## src/rtl/crypto_word_feeder.sv

```systemverilog
// Packs four 32-bit words into a 128-bit block, runs it through an external crypto core,
// then streams the 128-bit result out as four words, most-significant word first.
module crypto_word_feeder #(
  parameter int TIMEOUT = 16
) (
  input  logic         clk,
  input  logic         reset,
  input  logic         key_load,
  input  logic [127:0] key_in,
  input  logic         s_valid,
  input  logic [31:0]  s_data,
  output logic         s_ready,
  output logic         core_start,
  output logic [127:0] core_key,
  output logic [127:0] core_data,
  input  logic         core_done,
  input  logic [127:0] core_result,
  output logic         m_valid,
  output logic [31:0]  m_data,
  input  logic         m_ready,
  output logic         busy,
  output logic         timeout_err
);

  typedef enum logic [1:0] {FILL, START, WAIT, DRAIN} state_t;

  localparam int CW = (TIMEOUT < 2) ? 1 : $clog2(TIMEOUT + 1);
  localparam logic [CW-1:0] WAIT_LAST = CW'(TIMEOUT - 1);

  state_t         state_q, state_d;
  logic [1:0]     wcnt_q, wcnt_d;
  logic [1:0]     ocnt_q, ocnt_d;
  logic [CW-1:0]  wait_cnt_q, wait_cnt_d;
  logic [127:0]   key_q, key_d;
  logic [127:0]   data_q, data_d;
  logic [127:0]   buf_q, buf_d;
  logic           err_q, err_d;

  always_comb begin
    state_d    = state_q;
    wcnt_d     = wcnt_q;
    ocnt_d     = ocnt_q;
    wait_cnt_d = wait_cnt_q;
    key_d      = key_q;
    data_d     = data_q;
    buf_d      = buf_q;
    err_d      = err_q;
    s_ready    = 1'b0;
    core_start = 1'b0;
    m_valid    = 1'b0;
    m_data     = buf_q[127 - 32*ocnt_q -: 32];

    case (state_q)
      FILL: begin
        s_ready = 1'b1;
        if (s_valid) begin
          data_d[127 - 32*wcnt_q -: 32] = s_data;
          wcnt_d = wcnt_q + 2'd1;
          if (wcnt_q == 2'd3) state_d = START;
        end else if (key_load && wcnt_q == 2'd0) begin
          // Key only changes between blocks, so a block never mixes two keys.
          key_d = key_in;
        end
      end
      START: begin
        core_start = 1'b1;
        wait_cnt_d = '0;
        state_d    = WAIT;
      end
      WAIT: begin
        if (core_done) begin
          buf_d   = core_result;
          ocnt_d  = 2'd0;
          state_d = DRAIN;
        end else if (wait_cnt_q == WAIT_LAST) begin
          err_d   = 1'b1;
          state_d = FILL;
        end else begin
          wait_cnt_d = wait_cnt_q + CW'(1);
        end
      end
      DRAIN: begin
        m_valid = 1'b1;
        if (m_ready) begin
          ocnt_d = ocnt_q + 2'd1;
          if (ocnt_q == 2'd3) state_d = FILL;
        end
      end
      default: state_d = FILL;
    endcase
  end

  always_ff @(posedge clk) begin
    if (reset) begin
      state_q    <= FILL;
      wcnt_q     <= '0;
      ocnt_q     <= '0;
      wait_cnt_q <= '0;
      key_q      <= '0;
      data_q     <= '0;
      buf_q      <= '0;
      err_q      <= 1'b0;
    end else begin
      state_q    <= state_d;
      wcnt_q     <= wcnt_d;
      ocnt_q     <= ocnt_d;
      wait_cnt_q <= wait_cnt_d;
      key_q      <= key_d;
      data_q     <= data_d;
      buf_q      <= buf_d;
      err_q      <= err_d;
    end
  end

  assign busy        = (state_q != FILL);
  assign timeout_err = err_q;
  assign core_key    = key_q;
  assign core_data   = data_q;

endmodule

```

## config.mk

```make
export PLATFORM = sky130hd
export DESIGN_NAME = crypto_word_feeder
export DESIGN_NICKNAME = d
export VERILOG_FILES = /design/src/rtl/crypto_word_feeder.sv
export SDC_FILE = /design/constraint.sdc
export NUM_CORES = 1
export LEC_CHECK = 0
export ABC_AREA = 1
export CAP_MARGIN = 20
export CELL_PAD_IN_SITES_DETAIL_PLACEMENT = 1
export CELL_PAD_IN_SITES_GLOBAL_PLACEMENT = 1
export CORE_ASPECT_RATIO = 1.75
export CORE_MARGIN = 4
export CORE_UTILIZATION = 30
export CTS_CLUSTER_DIAMETER = 40
export DETAILED_ROUTE_END_ITERATION = 10
export PLACE_DENSITY_LB_ADDON = 0.1
export SYNTH_ARGS = -nofsm -noshare
export SYNTH_HDL_FRONTEND = slang
export SYNTH_SLANG_ARGS = --single-unit
```

## constraint.sdc

```tcl
create_clock -name clk -period 2.31 [get_ports clk]
set_input_delay 0.5775 -clock clk [delete_from_list [all_inputs] [get_ports clk]]
set_output_delay 0.5775 -clock clk [all_outputs]
set_load 0.02 [all_outputs]
```

==> impl_results.html, run 1 <==
<table>
<tr><th>Metric</th><th>Value</th></tr>
<tr><th colspan="2">Place</th></tr>
<tr><td>Half-perimeter wire length after detailed placement</td><td>53.5 mm</td></tr>
<tr><td>Count of buffers inserted at the top-level ports</td><td>between 500 and 600</td></tr>
<tr><td>Routability congestion estimate from global placement</td><td>around 0.84</td></tr>
<tr><th colspan="2">Yosys</th></tr>
<tr><td>Area share of xor/xnor cells in the synthesized design</td><td>0</td></tr>
<tr><td>Dominant synthesized flop cell</td><td>sky130_fd_sc_hd__dfxtp_1</td></tr>
<tr><td>Compound-Gate Fraction of Synth Area</td><td>0.198</td></tr>
<tr><td>Number of enable flip-flop cells after synthesis</td><td>0</td></tr>
<tr><td>Adder and majority gate portion of the synthesized area</td><td>0.00547</td></tr>
<tr><td>Gate count of the mapped netlist</td><td>approximately 2200</td></tr>
<tr><td>Number of flip-flops and latches in the synthesized netlist</td><td>a little under 400</td></tr>
<tr><td>Basic-gate share of the synthesized area counting and, or, nand and nor cells</td><td>0.205</td></tr>
<tr><td>Number of nets in the synthesized netlist</td><td>approximately 2500</td></tr>
<tr><td>Average size of a mapped cell</td><td>7.43 um^2</td></tr>
<tr><td>Asr flop ratio synth</td><td>0</td></tr>
<tr><td>Syn. warnings</td><td>0</td></tr>
<tr><td>Combinational family with the most area after synthesis</td><td>simple AND/OR/NAND/NOR gates</td></tr>
<tr><td>Mux contribution to synthesized area</td><td>0</td></tr>
<tr><td>Mapped Area</td><td>between 15000 and 20000 um^2</td></tr>
<tr><td>Netlist cell types</td><td>23</td></tr>
<tr><td>Portion of the post-synthesis area used by sequential elements</td><td>0.495</td></tr>
<tr><th colspan="2">Floorplanning</th></tr>
<tr><td>Die Height</td><td>~310 um</td></tr>
<tr><td>Core outline area</td><td>approximately 53000 um^2</td></tr>
<tr><td>Width of the die</td><td>183 um</td></tr>
<tr><td>Top-level I/O count</td><td>~600</td></tr>
<tr><td>Starting density of the core</td><td>0.304</td></tr>
<tr><td>Standard-cell rows</td><td>111</td></tr>
<tr><td>Die Area</td><td>around 57000 um^2</td></tr>
<tr><th colspan="2">Setup path</th></tr>
<tr><td>Largest delay contributor family on the critical path</td><td>buffers and inverters</td></tr>
<tr><td>Setup crit start kind</td><td>flop</td></tr>
<tr><td>Arrival time reported for the critical path endpoint</td><td>around 1.8 ns</td></tr>
<tr><td>CP max stage cell</td><td>sky130_fd_sc_hd__dfxtp_4</td></tr>
<tr><td>Worst path required time</td><td>~1.7 ns</td></tr>
<tr><td>Maximum net fanout on the critical path</td><td>6</td></tr>
<tr><td>Critical path cell sequence</td><td>buf_8 &gt; clkbuf_16 &gt; o21ai_2 &gt; o22ai_1 &gt; buf_4</td></tr>
<tr><td>Endpoint class of the critical path</td><td>output pin</td></tr>
<tr><td>Crit Path Class</td><td>flop to output pin</td></tr>
<tr><td>Number of buffer and inverter stages on the critical path</td><td>3</td></tr>
<tr><td>Critical Path Max Stage Delay</td><td>roughly 0.42 ns</td></tr>
<tr><th colspan="2">Routing</th></tr>
<tr><td>Vias after detailed routing</td><td>17200</td></tr>
<tr><td>Drt via density</td><td>around 5.0</td></tr>
<tr><td>Final Routed Wirelength</td><td>around 74 mm</td></tr>
<tr><td>Detail Route Antenna Nets</td><td>0</td></tr>
<tr><td>Remaining routing DRC violations</td><td>0</td></tr>
<tr><td>Wirelength per Cell</td><td>21.9 um</td></tr>
<tr><td>First DRT Iteration DRCs</td><td>just under 800</td></tr>
<tr><td>Initial DRT Pass Iterations</td><td>5</td></tr>
<tr><th colspan="2">Clocking</th></tr>
<tr><td>Insertion delay to the later sink of the worst-skew pair</td><td>~0.56 ns</td></tr>
<tr><td>Inserted Clock Buffers</td><td>49</td></tr>
<tr><td>Bufs on Longest Clock Path</td><td>3</td></tr>
<tr><td>Total number of clock tree sinks</td><td>between 300 and 400</td></tr>
<tr><td>Post-CTS clock slew at the launch and capture registers of the worst setup and hold paths</td><td>roughly 0.060 ns</td></tr>
<tr><td>H-Tree Depth</td><td>2</td></tr>
<tr><td>Clock tree from TritonCTS</td><td>done</td></tr>
<tr><td>CTS root buffer</td><td>sky130_fd_sc_hd__clkbuf_16</td></tr>
<tr><th colspan="2">Final layout</th></tr>
<tr><td>Area overhead of the layout relative to synthesis</td><td>55.3%</td></tr>
<tr><td>Sequential standard cell area</td><td>approximately 7900 um^2</td></tr>
<tr><td>Multi-input logic area</td><td>just under 7000 um^2</td></tr>
<tr><td>Share of post-route cells with drive strength above 1</td><td>0.103</td></tr>
<tr><td>Most common cell after layout, fill and taps aside</td><td>sky130_fd_sc_hd__clkdlybuf4s50_1</td></tr>
<tr><td>Final-layout fill cell count</td><td>~6300</td></tr>
<tr><td>NumNets Final</td><td>just under 3000</td></tr>
<tr><td>Commonest non-fill, non-tap cells in the layout</td><td>sky130_fd_sc_hd__clkdlybuf4s50_1 (548), sky130_fd_sc_hd__a21oi_1 (394), sky130_fd_sc_hd__dfxtp_1 (391)</td></tr>
<tr><th colspan="2">Timing</th></tr>
<tr><td>Number of pins exceeding their max-slew limit in the final report</td><td>0</td></tr>
<tr><td>Endpoints failing setup</td><td>2</td></tr>
<tr><td>Setup TNS</td><td>-0.0480 ns</td></tr>
<tr><td>Min setup slack post-route</td><td>-0.0433 ns</td></tr>
<tr><td>Share of the cycle needed by the critical path after routing</td><td>1.02</td></tr>
<tr><td>Unrepaired setup endpoints after global routing</td><td>true</td></tr>
<tr><td>Min Clock Period, post-route</td><td>about 2.4 ns</td></tr>
<tr><td>Worst clock skew on the final layout</td><td>roughly 0.018 ns</td></tr>
<tr><td>Fmax</td><td>~0.42 GHz</td></tr>
<tr><td>Endpoints failing hold</td><td>0</td></tr>
<tr><td>Worst Tran Pin Value</td><td>slightly below 0.8 ns</td></tr>
<tr><td>Headroom to the max-slew limit</td><td>0.477</td></tr>
<tr><th colspan="2">Status</th></tr>
<tr><td>Status</td><td>finished, violations left</td></tr>
<tr><td>Failing checks</td><td>setup timing</td></tr>
<tr><th colspan="2">Flow run</th></tr>
<tr><td>Count of maximum capacitance violations</td><td>0</td></tr>
<tr><th colspan="2">Global route</th></tr>
<tr><td>Congestion Overflow GR</td><td>0</td></tr>
<tr><td>Vias in the first global route</td><td>17900</td></tr>
<tr><td>Maximum number of pins on one net before global-route repair</td><td>~140</td></tr>
<tr><td>Global-route wire length before repair</td><td>110 mm</td></tr>
<tr><td>Aggregate global-route resource usage</td><td>0.245</td></tr>
<tr><td>Initial antenna violation count</td><td>16</td></tr>
<tr><th colspan="2">Pwr</th></tr>
<tr><td>Overall Power</td><td>roughly 21 mW</td></tr>
<tr><td>Leakage</td><td>between 8 and 9 nW</td></tr>
<tr><td>Max IR drop VDD</td><td>just under 600 uV</td></tr>
<tr><td>PwrDens</td><td>approximately 850 nW/um^2</td></tr>
<tr><th colspan="2">Min path</th></tr>
<tr><td>Hold crit path type</td><td>flop to flop</td></tr>
</table>
sequential cells by signal (all words and copies together), names as in the netlist:
signal	flops
buf_q	128
core_data	128
core_key	128
ocnt_q	2
state_q	2
timeout_err	1
wait_cnt_q	5
wcnt_q	2
logic make-up after synthesis:
| logic type | count (synthesis) |
|---|---|
| adders and majority gates | 7 |
| AOI/OAI and AO/OA | 625 |
| and+or+nand+nor | 750 |
| buffers and inverters | 377 |
| DFF | 396 |
tightest hold or removal path, stage by stage (launching register included):
cell and delay (ns):
sky130_fd_sc_hd__dfxtp_1 0.30, sky130_fd_sc_hd__inv_1 0.05, sky130_fd_sc_hd__a21oi_1 0.05
power breakdown:
part / switching, mW / total, mW / leakage (nW) / internal, mW
registers: 0.415 / 7.90 / 3.22 / 7.49
clock network: 3.22 / 7.62 / 0.772 / 4.40
logic: 3.48 / 5.74 / 4.77 / 2.26
total: 7.11 / 21.3 / 8.76 / 14.1
cell usage after synthesis (2+ instances only):
library cell               count  share of area
sky130_fd_sc_hd__nand2_1     318          0.075
sky130_fd_sc_hd__buf_2        59          0.018
sky130_fd_sc_hd__inv_1       176          0.041
sky130_fd_sc_hd__nor2_2        2        0.00078
sky130_fd_sc_hd__a21oi_1     394           0.12
sky130_fd_sc_hd__dfxtp_1     396           0.49
sky130_fd_sc_hd__clkbuf_1    120          0.028
sky130_fd_sc_hd__o22ai_1      33          0.013
sky130_fd_sc_hd__buf_4        15         0.0070
sky130_fd_sc_hd__buf_1         3        0.00070
sky130_fd_sc_hd__nor2_1       70          0.016
sky130_fd_sc_hd__o21ai_0     198          0.062
sky130_fd_sc_hd__ha_1          7         0.0055
sky130_fd_sc_hd__nand3_1     227          0.071
sky130_fd_sc_hd__nor3_1      129          0.040
per-stage QoR:
stage,cells,utilization,area (um^2),worst slack [ns],hold slack [ns]
after floorplan,2155,-,16000,0.239,0.437
after global placement,3286,0.430,22600,0.0504,0.430
after detailed placement,3286,0.430,22600,0.0545,0.436
after CTS,3383,0.461,24300,-0.0898,0.446
after global routing,3398,0.472,24900,-0.102,0.460
final,3403,0.473,24900,-0.0433,0.442
layer usage:
metal	vias up	GRT usage	wire [um]
met1	8278	0.264	27300
met2	517	0.444	38500
met5	-	0	27
met4	4	0.0843	2450
li1	8247	-	-
met3	116	0.0816	6100
worst paths after layout:
path	from	endpoint	slack, ns	cells after the start
min	core_key[101]	core_key[101]	0.44	2
max reg2reg	wcnt_q[1]	core_key[7]	0.41	7
min reg2reg	core_key[101]	core_key[101]	0.44	2
max	ocnt_q[0]	m_data[7]	-0.04	5
layout make-up:
type,instances,share of cell area
tap,678,0.0341
timing repair buffer,666,0.278
antenna,14,0.00141
sequential,396,0.319
multi-input combinational,1382,0.277
inverter,178,0.0273
clock inverter,25,0.00941
clock buffer,64,0.0544
what timing repair did:
| item | CTS | global route |
|---|---|---|
| gates resized for setup | 214 | 128 |
| buffers inserted | 7 | 6 |
| cloned | 1 | 5 |
| pin swaps | 11 | 31 |
| hold buffers | 0 | 0 |
| setup endpoints to repair | 36 | 32 |
Note: power is estimated with default switching activity, not from simulation.
==> run 2, diff against run 1 <==
--- a/config.mk
+++ b/config.mk
@@ -15,6 +15,7 @@
 export CTS_CLUSTER_DIAMETER = 40
 export DETAILED_ROUTE_END_ITERATION = 10
 export PLACE_DENSITY_LB_ADDON = 0.1
+export SLEW_MARGIN = 20
 export SYNTH_ARGS = -nofsm -noshare
 export SYNTH_HDL_FRONTEND = slang
 export SYNTH_SLANG_ARGS = --single-unit
==> results of run 2 <==
The final DEF is identical to that of run 1; final timing and power are the same.
==> run 3, diff against run 2 <==
--- a/config.mk
+++ b/config.mk
@@ -9,7 +9,6 @@
 export CAP_MARGIN = 20
 export CELL_PAD_IN_SITES_DETAIL_PLACEMENT = 1
 export CELL_PAD_IN_SITES_GLOBAL_PLACEMENT = 1
-export CORE_ASPECT_RATIO = 1.75
 export CORE_MARGIN = 4
 export CORE_UTILIZATION = 30
 export CTS_CLUSTER_DIAMETER = 40
==> impl_results.html, run 3 (synthesis gave the netlist of run 1 again) <==
<table>
<tr><th>Metric</th><th>Value</th></tr>
<tr><th colspan="2">Status</th></tr>
<tr><td>Status</td><td>finished, violations left (unchanged)</td></tr>
<tr><td>Failing checks</td><td>setup timing (unchanged)</td></tr>
<tr><th colspan="2">Final layout</th></tr>
<tr><td>NumNets Final</td><td>2988 (was 2974)</td></tr>
<tr><td>Share of post-route cells with drive strength above 1</td><td>0.0920 (was 0.103)</td></tr>
<tr><td>Commonest non-fill, non-tap cells in the layout</td><td>sky130_fd_sc_hd__clkdlybuf4s50_1 (546), sky130_fd_sc_hd__a21oi_1 (394), sky130_fd_sc_hd__dfxtp_1 (391) (was sky130_fd_sc_hd__clkdlybuf4s50_1 (548), sky130_fd_sc_hd__a21oi_1 (394), sky130_fd_sc_hd__dfxtp_1 (391))</td></tr>
<tr><td>Final-layout fill cell count</td><td>6263 (was 6256)</td></tr>
<tr><td>Number of cells in the finished layout apart from fillers</td><td>3450 (was 3403)</td></tr>
<tr><td>Most common cell after layout, fill and taps aside</td><td>sky130_fd_sc_hd__clkdlybuf4s50_1 (unchanged)</td></tr>
<tr><td>Fraction of the core area covered by cells at the end of the flow</td><td>0.483 (was 0.473)</td></tr>
<tr><td>Area overhead of the layout relative to synthesis</td><td>59.2% (was 55.3%)</td></tr>
<tr><th colspan="2">Routing</th></tr>
<tr><td>Initial DRT Pass Iterations</td><td>5 (unchanged)</td></tr>
<tr><td>Final Routed Wirelength</td><td>73.1 mm (was 74.4 mm)</td></tr>
<tr><td>First DRT Iteration DRCs</td><td>872 (was 796)</td></tr>
<tr><td>Detail Route Antenna Nets</td><td>0 (unchanged)</td></tr>
<tr><td>Vias after detailed routing</td><td>17300 (was 17200)</td></tr>
<tr><td>Wirelength per Cell</td><td>21.2 um (was 21.9 um)</td></tr>
<tr><td>Remaining routing DRC violations</td><td>0 (unchanged)</td></tr>
<tr><td>Drt via density</td><td>5.02 (was 5.04)</td></tr>
<tr><th colspan="2">Timing</th></tr>
<tr><td>Fmax</td><td>0.431 GHz (was 0.425 GHz)</td></tr>
<tr><td>Unrepaired setup endpoints after global routing</td><td>true (unchanged)</td></tr>
<tr><td>Share of the cycle needed by the critical path after routing</td><td>1.01 (was 1.02)</td></tr>
<tr><td>Endpoints failing setup</td><td>3 (was 2)</td></tr>
<tr><td>Min setup slack post-route</td><td>-0.0124 ns (was -0.0433 ns)</td></tr>
<tr><td>Worst clock skew on the final layout</td><td>0.0158 ns (was 0.0184 ns)</td></tr>
<tr><td>Endpoints failing hold</td><td>0 (unchanged)</td></tr>
<tr><td>Min Clock Period, post-route</td><td>2.32 ns (was 2.35 ns)</td></tr>
<tr><td>Worst Tran Pin Value</td><td>0.804 ns (was 0.784 ns)</td></tr>
<tr><td>Hold slack final</td><td>0.439 ns (was 0.442 ns)</td></tr>
<tr><td>Headroom to the max-slew limit</td><td>0.464 (was 0.477)</td></tr>
<tr><td>Number of pins exceeding their max-slew limit in the final report</td><td>0 (unchanged)</td></tr>
<tr><th colspan="2">Clocking</th></tr>
<tr><td>H-Tree Depth</td><td>3 (was 2)</td></tr>
<tr><td>Total number of clock tree sinks</td><td>396 (unchanged)</td></tr>
<tr><td>Inserted Clock Buffers</td><td>80 (was 49)</td></tr>
<tr><td>Clock tree from TritonCTS</td><td>done (unchanged)</td></tr>
<tr><td>Insertion delay to the later sink of the worst-skew pair</td><td>0.61 ns (was 0.56 ns)</td></tr>
<tr><td>Number of hold buffers added after cts</td><td>0 (unchanged)</td></tr>
<tr><td>Post-CTS clock slew at the launch and capture registers of the worst setup and hold paths</td><td>0.04 ns (was 0.06 ns)</td></tr>
<tr><td>Bufs on Longest Clock Path</td><td>3 (unchanged)</td></tr>
<tr><td>CTS root buffer</td><td>sky130_fd_sc_hd__clkbuf_16 (unchanged)</td></tr>
<tr><th colspan="2">Setup path</th></tr>
<tr><td>End of the critical path</td><td>m_data[30] (was m_data[7])</td></tr>
<tr><td>Maximum net fanout on the critical path</td><td>16 (was 6)</td></tr>
<tr><td>FF-to-FF path depth</td><td>8 (was 7)</td></tr>
<tr><td>Endpoint class of the critical path</td><td>output pin (unchanged)</td></tr>
<tr><td>Setup crit start kind</td><td>flop (unchanged)</td></tr>
<tr><td>Worst setup startpoint</td><td>ocnt_q[0] (unchanged)</td></tr>
<tr><td>Worst path required time</td><td>1.73 ns (about the same)</td></tr>
<tr><td>Reg2reg end</td><td>core_data[13] (was core_key[7])</td></tr>
<tr><td>Setup slack on the worst flop-to-flop path</td><td>0.40 ns (was 0.41 ns)</td></tr>
<tr><td>Crit Path Class</td><td>flop to output pin (unchanged)</td></tr>
<tr><td>Arrival time reported for the critical path endpoint</td><td>1.74 ns (was 1.78 ns)</td></tr>
<tr><td>Worst flop-to-flop path startpoint</td><td>wcnt_q[1] (unchanged)</td></tr>
<tr><th colspan="2">Floorplanning</th></tr>
<tr><td>Standard-cell rows</td><td>84 (was 111)</td></tr>
<tr><td>Top-level I/O count</td><td>587 (unchanged)</td></tr>
<tr><td>Die Area</td><td>57200 um^2 (was 57300 um^2)</td></tr>
<tr><td>Core outline area</td><td>52800 um^2 (was 52600 um^2)</td></tr>
<tr><td>Width of the die</td><td>239 um (was 183 um)</td></tr>
<tr><td>Die Height</td><td>239 um (was 314 um)</td></tr>
<tr><td>Starting density of the core</td><td>0.304 (about the same)</td></tr>
<tr><th colspan="2">Global route</th></tr>
<tr><td>Maximum number of pins on one net before global-route repair</td><td>152 (was 139)</td></tr>
<tr><td>Global-route wire length before repair</td><td>109 mm (was 110 mm)</td></tr>
<tr><td>Aggregate global-route resource usage</td><td>0.245 (about the same)</td></tr>
<tr><td>Vias in the first global route</td><td>18100 (was 17900)</td></tr>
<tr><td>Congestion Overflow GR</td><td>0 (unchanged)</td></tr>
<tr><td>Initial antenna violation count</td><td>17 (was 16)</td></tr>
<tr><th colspan="2">Pwr</th></tr>
<tr><td>Combinational power share</td><td>0.222 (was 0.270)</td></tr>
<tr><td>PwrDens</td><td>997 nW/um^2 (was 855 nW/um^2)</td></tr>
<tr><td>Leakage</td><td>9.18 nW (was 8.76 nW)</td></tr>
<tr><td>Net switching power figure</td><td>7.72 mW (was 7.11 mW)</td></tr>
<tr><td>Max IR drop VDD</td><td>515 uV (was 587 uV)</td></tr>
<tr><td>Fraction of power spent switching nets</td><td>0.304 (was 0.335)</td></tr>
<tr><td>Clock network power share</td><td>0.467 (was 0.358)</td></tr>
<tr><td>Total internal power</td><td>17.7 mW (was 14.1 mW)</td></tr>
<tr><td>Sequential group share of total power</td><td>0.311 (was 0.372)</td></tr>
<tr><th colspan="2">Place</th></tr>
<tr><td>Inst Count DP</td><td>3287 (was 3286)</td></tr>
<tr><td>Half-perimeter wire length after detailed placement</td><td>50.7 mm (was 53.5 mm)</td></tr>
<tr><td>Routability congestion estimate from global placement</td><td>0.802 (was 0.839)</td></tr>
<tr><td>Count of buffers inserted at the top-level ports</td><td>586 (unchanged)</td></tr>
<tr><th colspan="2">Min path</th></tr>
<tr><td>Hold Startpoint</td><td>reset (was core_key[101])</td></tr>
<tr><td>Worst Hold Path Cells</td><td>4 (was 2)</td></tr>
<tr><td>Hold crit path type</td><td>primary input to flop (was flop to flop)</td></tr>
<tr><th colspan="2">Flow run</th></tr>
<tr><td>Count of maximum capacitance violations</td><td>0 (unchanged)</td></tr>
</table>
[run 3: per-stage QoR]
stage | instance area [um^2] | setup TNS, ns | setup slack, ns | total power, mW
2_1_floorplan | 16000 | 0 | 0.239 | 10.9
5_1_grt | 25500 | -1.56 | -0.0946 | 26.6
6_report | 25500 | -0.0291 | -0.0124 | 25.4
3_5_place_dp | 22600 | 0 | 0.126 | 13.6
3_3_place_gp | 22600 | 0 | 0.154 | 13.5
4_1_cts | 25400 | -0.819 | -0.139 | 25.7
[run 3: repair_timing]
item / CTS / global route
setup endpoints to repair: 36 / 37
gates cloned: 3 / 1
resized for setup: 173 / 60
pin swaps: 1 / 2
setup buffers: 3 / 0
[run 3: worst min path at each step]
stage                    end  slack (ns)
6_report           ocnt_q[0]        0.44
5_1_grt        wait_cnt_q[2]        0.44
4_1_cts            ocnt_q[0]        0.41
3_5_place_dp    core_key[13]        0.44
3_3_place_gp    core_key[50]        0.43
2_1_floorplan      buf_q[37]        0.44
[run 3: routing by layer]
| metal | global-route usage | part of all wire | wire length, um |
|---|---|---|---|
| met5 | 0 | 0.00086 | 63 |
| met4 | 0.0906 | 0.034 | 2510 |
| met3 | 0.0967 | 0.088 | 6440 |
| met2 | 0.420 | 0.49 | 36200 |
| met1 | 0.275 | 0.38 | 27900 |
[run 3: worst max-delay path, cell delays in order, from the launching register on]
cell and delay, ns:
sky130_fd_sc_hd__dfxtp_4 0.43, sky130_fd_sc_hd__buf_12 0.17, sky130_fd_sc_hd__buf_6 0.11, sky130_fd_sc_hd__o21ai_0 0.07
sky130_fd_sc_hd__o22ai_1 0.18, sky130_fd_sc_hd__buf_4 0.17
[run 3: final cells by class]
cell class | instances | area [um^2] | share of cell area
flip-flops and latches | 396 | 7940 | 0.311
diodes | 12 | 30.0 | 0.00118
repair buffers | 649 | 6630 | 0.260
inverters | 178 | 678 | 0.0266
multi-input cells | 1382 | 6580 | 0.258
clock inverters | 36 | 524 | 0.0206
well taps | 688 | 861 | 0.0338
clock buffers | 109 | 2260 | 0.0887
[run 3: power by group through the flow]
stage	sequential, mW	clock, mW	combinational [mW]
floorplan	8.47	0	2.47
global placement	7.99	0	5.54
detailed placement	8.01	0	5.63
CTS	7.90	12.1	5.67
global route	7.98	12.5	6.12
finish	7.91	11.9	5.64
